===== config.mk =====
export PLATFORM = sky130hd
export DESIGN_NAME = irq_conditioner
export DESIGN_NICKNAME = d
export VERILOG_FILES = /design/src/rtl/irq_conditioner.sv
export SDC_FILE = /design/constraint.sdc
export NUM_CORES = 1
export LEC_CHECK = 0
export CAP_MARGIN = 5
export CORE_ASPECT_RATIO = 0.5
export CORE_MARGIN = 2
export CORE_UTILIZATION = 30
export CTS_BUF_LIST = sky130_fd_sc_hd__clkbuf_16
export CTS_CLUSTER_SIZE = 20
export DETAILED_ROUTE_END_ITERATION = 6
export PLACE_DENSITY_LB_ADDON = 0.05
export RECOVER_POWER = 25
export REMOVE_ABC_BUFFERS = 1
export SYNTH_ARGS = -nofsm -noshare
export SYNTH_HDL_FRONTEND = slang
export SYNTH_SLANG_ARGS = --single-unit

===== constraint.sdc =====
create_clock -name clk -period 1.8 [get_ports clk]
set_input_delay 0.18 -clock clk [delete_from_list [all_inputs] [get_ports clk]]
set_output_delay 0.18 -clock clk [all_outputs]
set_load 0.01 [all_outputs]

===== src/rtl/irq_conditioner.sv =====
// Interrupt front-end: synchronizes and edge-detects external sources, latches pending bits,
// and dispatches one unmasked source at a time as a fixed-width intr_out pulse plus holdoff.
module irq_conditioner #(
  parameter int NUM_SRC        = 4,
  parameter int SYNC_STAGES    = 2,
  parameter int PULSE_CYCLES   = 3,
  parameter int HOLDOFF_CYCLES = 16
) (
  input  logic               clk,
  input  logic               rst_n,
  input  logic [NUM_SRC-1:0] irq_src,
  input  logic [NUM_SRC-1:0] irq_mask,
  output logic               intr_out,
  output logic [7:0]         src_id,
  output logic [NUM_SRC-1:0] pending,
  output logic               busy
);

  typedef enum logic [1:0] {IDLE, ASSERT, HOLDOFF} state_t;

  // One down-counter serves both the pulse and the holdoff phase.
  localparam int CNT_MAX = (PULSE_CYCLES > HOLDOFF_CYCLES) ? PULSE_CYCLES : HOLDOFF_CYCLES;
  localparam int CNT_W   = (CNT_MAX > 2) ? $clog2(CNT_MAX) : 1;

  state_t                                state_q, state_d;
  logic [CNT_W-1:0]                      cnt_q, cnt_d;
  logic                                  intr_d;
  logic [7:0]                            src_id_d;
  logic [NUM_SRC-1:0]                    pending_d;
  logic [SYNC_STAGES-1:0][NUM_SRC-1:0]   sync_q;
  logic [NUM_SRC-1:0]                    hist_q;
  logic [NUM_SRC-1:0]                    edges;
  logic [NUM_SRC-1:0]                    eligible;
  logic [NUM_SRC-1:0]                    grant;
  logic [NUM_SRC-1:0]                    clr;
  logic [7:0]                            winner;

  // NOTE: every flop here, synchronizer included, is cleared by the async reset so a reset
  // mid-pulse leaves no stale edge history that could fire a phantom request on release.
  always_ff @(posedge clk or negedge rst_n) begin
    if (!rst_n) begin
      sync_q <= '0;
      hist_q <= '0;
    end else begin
      // NOTE: non-blocking assignments make every stage sample the old value of the one before.
      sync_q <= {sync_q[SYNC_STAGES-2:0], irq_src};
      hist_q <= sync_q[SYNC_STAGES-1];
    end
  end

  assign edges    = sync_q[SYNC_STAGES-1] & ~hist_q;
  assign eligible = pending & ~irq_mask;

  // Walking from the top index down leaves the lowest eligible index as the winner.
  always_comb begin
    // NOTE: defaults first, so no path through this block can infer a latch.
    winner = '0;
    grant  = '0;
    for (int i = NUM_SRC - 1; i >= 0; i--) begin
      if (eligible[i]) begin
        winner   = 8'(i);
        grant    = '0;
        grant[i] = 1'b1;
      end
    end
  end

  always_comb begin
    state_d  = state_q;
    cnt_d    = cnt_q;
    intr_d   = intr_out;
    src_id_d = src_id;
    clr      = '0;
    case (state_q)
      IDLE: begin
        if (|eligible) begin
          state_d  = ASSERT;
          intr_d   = 1'b1;
          src_id_d = winner;
          clr      = grant;
          cnt_d    = CNT_W'(PULSE_CYCLES - 1);
        end
      end
      ASSERT: begin
        if (cnt_q == '0) begin
          intr_d = 1'b0;
          if (HOLDOFF_CYCLES > 0) begin
            state_d = HOLDOFF;
            cnt_d   = CNT_W'(HOLDOFF_CYCLES - 1);
          end else begin
            state_d = IDLE;
          end
        end else begin
          cnt_d = cnt_q - CNT_W'(1);
        end
      end
      HOLDOFF: begin
        if (cnt_q == '0) state_d = IDLE;
        else             cnt_d   = cnt_q - CNT_W'(1);
      end
      default: state_d = IDLE;
    endcase
  end

  // A fresh edge on the dispatch edge re-arms the bit: set wins over clear.
  assign pending_d = (pending & ~clr) | edges;

  always_ff @(posedge clk or negedge rst_n) begin
    if (!rst_n) begin
      state_q  <= IDLE;
      cnt_q    <= '0;
      intr_out <= 1'b0;
      src_id   <= '0;
      pending  <= '0;
    end else begin
      state_q  <= state_d;
      cnt_q    <= cnt_d;
      intr_out <= intr_d;
      src_id   <= src_id_d;
      pending  <= pending_d;
    end
  end

  assign busy = (state_q != IDLE);

endmodule

Word level (Yosys, flattened, before mapping)
Index checks and enable logic that the tools add are counted.

operators by class
  $add $sub $neg = 1
  equality and inequality tests = 6
  mux-type cells = 21
  bitwise gates (word level) = 7
  reductions and logical operators = 10

operators with widths
  cell                                               number
  two-way mux 4 bit                                  9
  two-way mux 8 bit                                  3
  AND 4 bit                                          3
  inverter 4 bit                                     3
  case mux 4 bit (3 select lines)                    1
  AND reduction 3 bit                                3
  two-way mux 2 bit                                  4
  inequality test 2 bit (second input constant)      4
  case mux 2 bit (3 select lines)                    1
  logical NOT 4 bit                                  1
  bitwise OR 4 bit                                   1
  nonzero test 2 bit                                 2
  OR reduction 4 bit                                 1
  subtractor 4 x 1 -> 4 bit (second input constant)  1
  nonzero test 3 bit                                 1
  == test 2 x 1 -> 1 bit (second input constant)     1
  == test 2 bit (second input constant)              1
  logical NOT 2 bit                                  1
  two-way mux 1 bit                                  2
  case mux 1 bit (2 select lines)                    1
  AND reduction 2 bit                                1

word-level totals
  flip-flop bits (word level) = 31
  bits of input ports = 10
  output and inout port bits = 14
  logic and storage cells = 53

Depth between registers and ports, before layout
  word-level depth = 11
  gate-level depth with buffers = 7
  depth with buffers taken out = 6

Worst setup path after synthesis
Ideal clock, no wire load.

  path kind = flip-flop to flip-flop
  start = register state_q[0]
  end = register cnt_q[0]
  library setup time = 125 ps
  data arrival time = 1752 ps
  required time = 1675 ps
  path slack = -77 ps
  cell stages (with the launch flop) = 8
  path buffers = 1
  clock period less this slack = 1877 ps
  path through = dfrtp_1 > inv_1 > ha_1 > inv_1 > or3_1 > buf_6 > o21ai_4 > mux2_2

between the ends
  longest elaborated chain between the ends = 3
  elaborated cells on any way between the ends = 8
  those cells by class = eq/ne: 4; mux: 1; reduce/logical: 3

ends and longest elaborated chain
  what                                                                                 RTL line  RTL
  start: declaration                                                                   25        state_t state_q, state_d;
  start signal: assignment                                                             116       state_q <= state_d;
  == test 2 bit (tied with other cells)                                                74        case (state_q)
  inequality test 2 bit (no source line) / nonzero test 3 bit (equally long branches)  --
  AND reduction 3 bit (no source line)                                                 --
  end signal: assignment                                                               117       cnt_q <= cnt_d;
  end: declaration                                                                     26        logic [CNT_W-1:0] cnt_q, cnt_d;

Parallel ways exist; a longest one is shown, timed or not.
A chain may end at the register's enable or synchronous reset.

Worst setup path in the final report
  start = register state_q[0]
  end = register cnt_q[1]

The elaborated chain is that of the path after synthesis.

==> metrics.md <==
| Metric | Value |
|---|---|
| Max Fclk | `0.574 GHz` |
| # diodes | `0` |
| Req. time, crit path | `1950 ps` |
| Critical Path Fanout Max | `4` |
| Final hold vios | `0` |
| Synth Register Bits | `25` |
| Max Cap Violations | `0` |
| Die Y | `47.8 microns` |
| Via count | `850` |
| Slowest-stage cell, CP | `or3_4` |
| Worst path cell trace | `inv_2 -> ha_4 -> inv_1 -> or3_4 -> o21ai_4 -> mux2_2` |
| Initial core utilization | `32.4%` |
| Clk buf depth | `2` |
| Number of remaining DRC errors | `0` |
| GRT Overall Usage | `11.2%` |
| Post-Syn Area | `1150 sq um` |
| Vias in the first global route | `793` |
| Status | `completed` |
| Clock tree sinks | `25` |
| Post-synthesis sequential area ratio | `54.4%` |
| Dpl hpwl | `1680 microns` |
| Post-synth top area share | `54.4%` |
| Crit path time final | `1740 ps` |
| Layout Skew | `2.39 ps` |
| DR WL/cell | `11.4 microns` |
| Hold crit path type | `flip-flop to flip-flop` |
| Pwr dens | `1650 nW/um^2` |
| Worst vdd ir | `0.381 mV` |
| DR iter-0 viols | `10` |
| Yosys warnings | `0` |
| Max-slew headroom | `58.2%` |
| R2r setup slk | `60 ps` |
| Netlist cell types | `34` |
| Grt ovf | `0` |
| Cell with the most instances after synthesis | `dfrtp_1` |
| Largest area contributor in the netlist | `dfrtp_1` |
| Kind of critical path | `flip-flop to flip-flop` |
| Vias per inst | `4.47` |
| Synth cell count leaders | `dfrtp_1 (25), inv_1 (11), o21ai_0 (11)` |
| Core footprint | `3550 sq um` |
| Syn_area_per_cell | `11.0 sq um` |
| Fin crit share | `96.8%` |
| Num rows | `15` |
| Number of synthesized flops with an enable pin | `0` |
| Worst-Margin Slew | `628 ps` |
| CTS root buf | `clkbuf_16` |
| Final slew viol count | `0` |
| CTS tree | `built` |
| Antenna-violating nets left | `0` |
| RSZ-0062 raised after global routing | `true` |
| Die width | `91.6 microns` |
| Crit end category | `flip-flop` |
| Initial antenna violation count | `0` |
| P_leak | `0.723 nW` |
| Area grow syn2layout | `36.6%` |
| Gate count after technology mapping | `105` |
| Post-Place Cell Area | `1460 sq um` |
| Share of post-route cells with drive strength above 1 | `23.0%` |
| CP Launch Type | `flip-flop` |
| Top_reg_cell synth | `dfrtp_1` |
| Critical path arrival | `1890 ps` |
| First-pass GRT wire length | `3700 microns` |
| Top Ports | `24` |
| Layout Nets | `154` |
| Final design area excluding fillers | `1570 sq um` |
| FFs w/ async S/R, synth | `100%` |
| Critical Path Max Stage Delay | `420 ps` |
| Clock Latency Late Sink | `260 ps` |
| Final setup violation count | `0` |
| Gpl congestion | `0.709` |
| Clock-pin slew on the worst setup and hold paths | `70 ps` |
| Hold Buf Count CTS | `0` |
| Htree depth | `1` |
| Largest cells by area after synthesis | `dfrtp_1 (54%), o21ai_0 (4.8%), ha_1 (4.4%), buf_4 (3.9%), inv_1 (3.6%)` |
| WL final | `2180 microns` |
| Largest net degree at the start of global routing | `26` |
| Port bufs | `17` |
| Tot Pwr | `2.59 mW` |
| DR pass1 iterations | `4` |
| TritonCTS buffer count | `3` |
| Full die area | `4370 sq um` |
[worst max-delay path, delay by kind of cell, from the launching register on]
family | cells | cell delay (ps)
adder cells (fa/ha/maj) | 1 | 140
AND/OR/NAND/NOR | 1 | 420
AO/OA/AOI/OAI | 1 | 190
buffers and inverters | 2 | 140
multiplexers | 1 | 350
flip-flops | 1 | 400
[per-layer routing]
metal  global-route usage (%)  wire length, microns  up-vias
li1                         -                     -      413
met1                     14.6                  1100      418
met2                     18.8                   972       17
met3                     4.25                    96        2
met4                     1.82                     6        0
met5                        0                     0        -
[flip-flops by register name (all words and copies together) (netlist names)]
| name | count |
|---|---|
| cnt_q | 4 |
| hist_q | 4 |
| intr_out | 1 |
| pending | 4 |
| src_id | 2 |
| state_q | 2 |
| sync_q | 8 |
[power breakdown]
part	switching, mW	internal, mW	leakage, nW
clock network	0.212	0.307	0.0415
logic	0.582	0.700	0.388
registers	0.0935	0.692	0.293
total	0.888	1.70	0.723
[cell usage in the layout (no fill, tap or decap), types with 2 or more instances in the layout]
master and instances:
dfrtp_1 25, buf_4 16, clkdlybuf4s50_1 12, o21ai_0 10
inv_1 9, nor2_1 6, conb_1 6, nor2b_1 5
dlygate4sd3_1 4, nand2_1 3, ha_1 3, clkbuf_16 3
inv_2 2, nand2b_1 2, a21o_1 2, o21a_1 2
o22a_1 2, a21oi_1 2, mux2_2 2
[metrics by stage]
stage	setup slack [ps]	hold WS, ps	TNS, ps	util [%]	cells
after floorplan	-103	-116	-206	-	101
after CTS	1.16	297	0	43.5	189
after global routing	-20.3	362	-20.3	44.3	190
after detailed placement	-95.2	337	-269	41.1	185
final	58.5	350	0	44.3	190
after global placement	-54.1	332	-145	41.1	185
[path summary, 6_finish.rpt]
check                           cells past startpoint       start          to
worst min-delay path                                0   sync_q[3]   sync_q[7]
worst min register to register                      0   sync_q[3]   sync_q[7]
max in group asynchronous                           2       rst_n    cnt_q[2]
worst max-delay path                                6  state_q[0]    cnt_q[1]
worst max register to register                      6  state_q[0]    cnt_q[1]
min in group asynchronous                           2       rst_n  pending[0]
[logic make-up (layout without fill, tap and decap cells)]
family / after synthesis / count (layout) / synth area share, %
fa+ha+maj: 4 / 4 / 4.35
buf+inv: 20 / 49 / 9.36
mux: 2 / 2 / 1.96
simple gates: 24 / 24 / 12.2
compound gates: 29 / 29 / 17.4
flops: 25 / 25 / 54.4
other cells: 1 / 6 / 0.326
[what timing repair did]
action | 4_1_cts | 5_1_grt
pin swaps | 1 | 1
cloned | 0 | 0
gates resized for setup | 2 | 7
setup endpoints to repair | 6 | 7
setup buffers | 0 | 1
[layout make-up]
| class | instances | area (sq um) |
|---|---|---|
| clock buffer | 3 | 75.1 |
| timing repair buffer | 34 | 294 |
| multi-input combinational | 65 | 462 |
| inverter | 11 | 41.3 |
| fill | 353 | 1980 |
| tap | 51 | 63.8 |
| clock inverter | 1 | 8.76 |
| sequential | 25 | 626 |
Note: power is estimated with default switching activity, not from simulation.
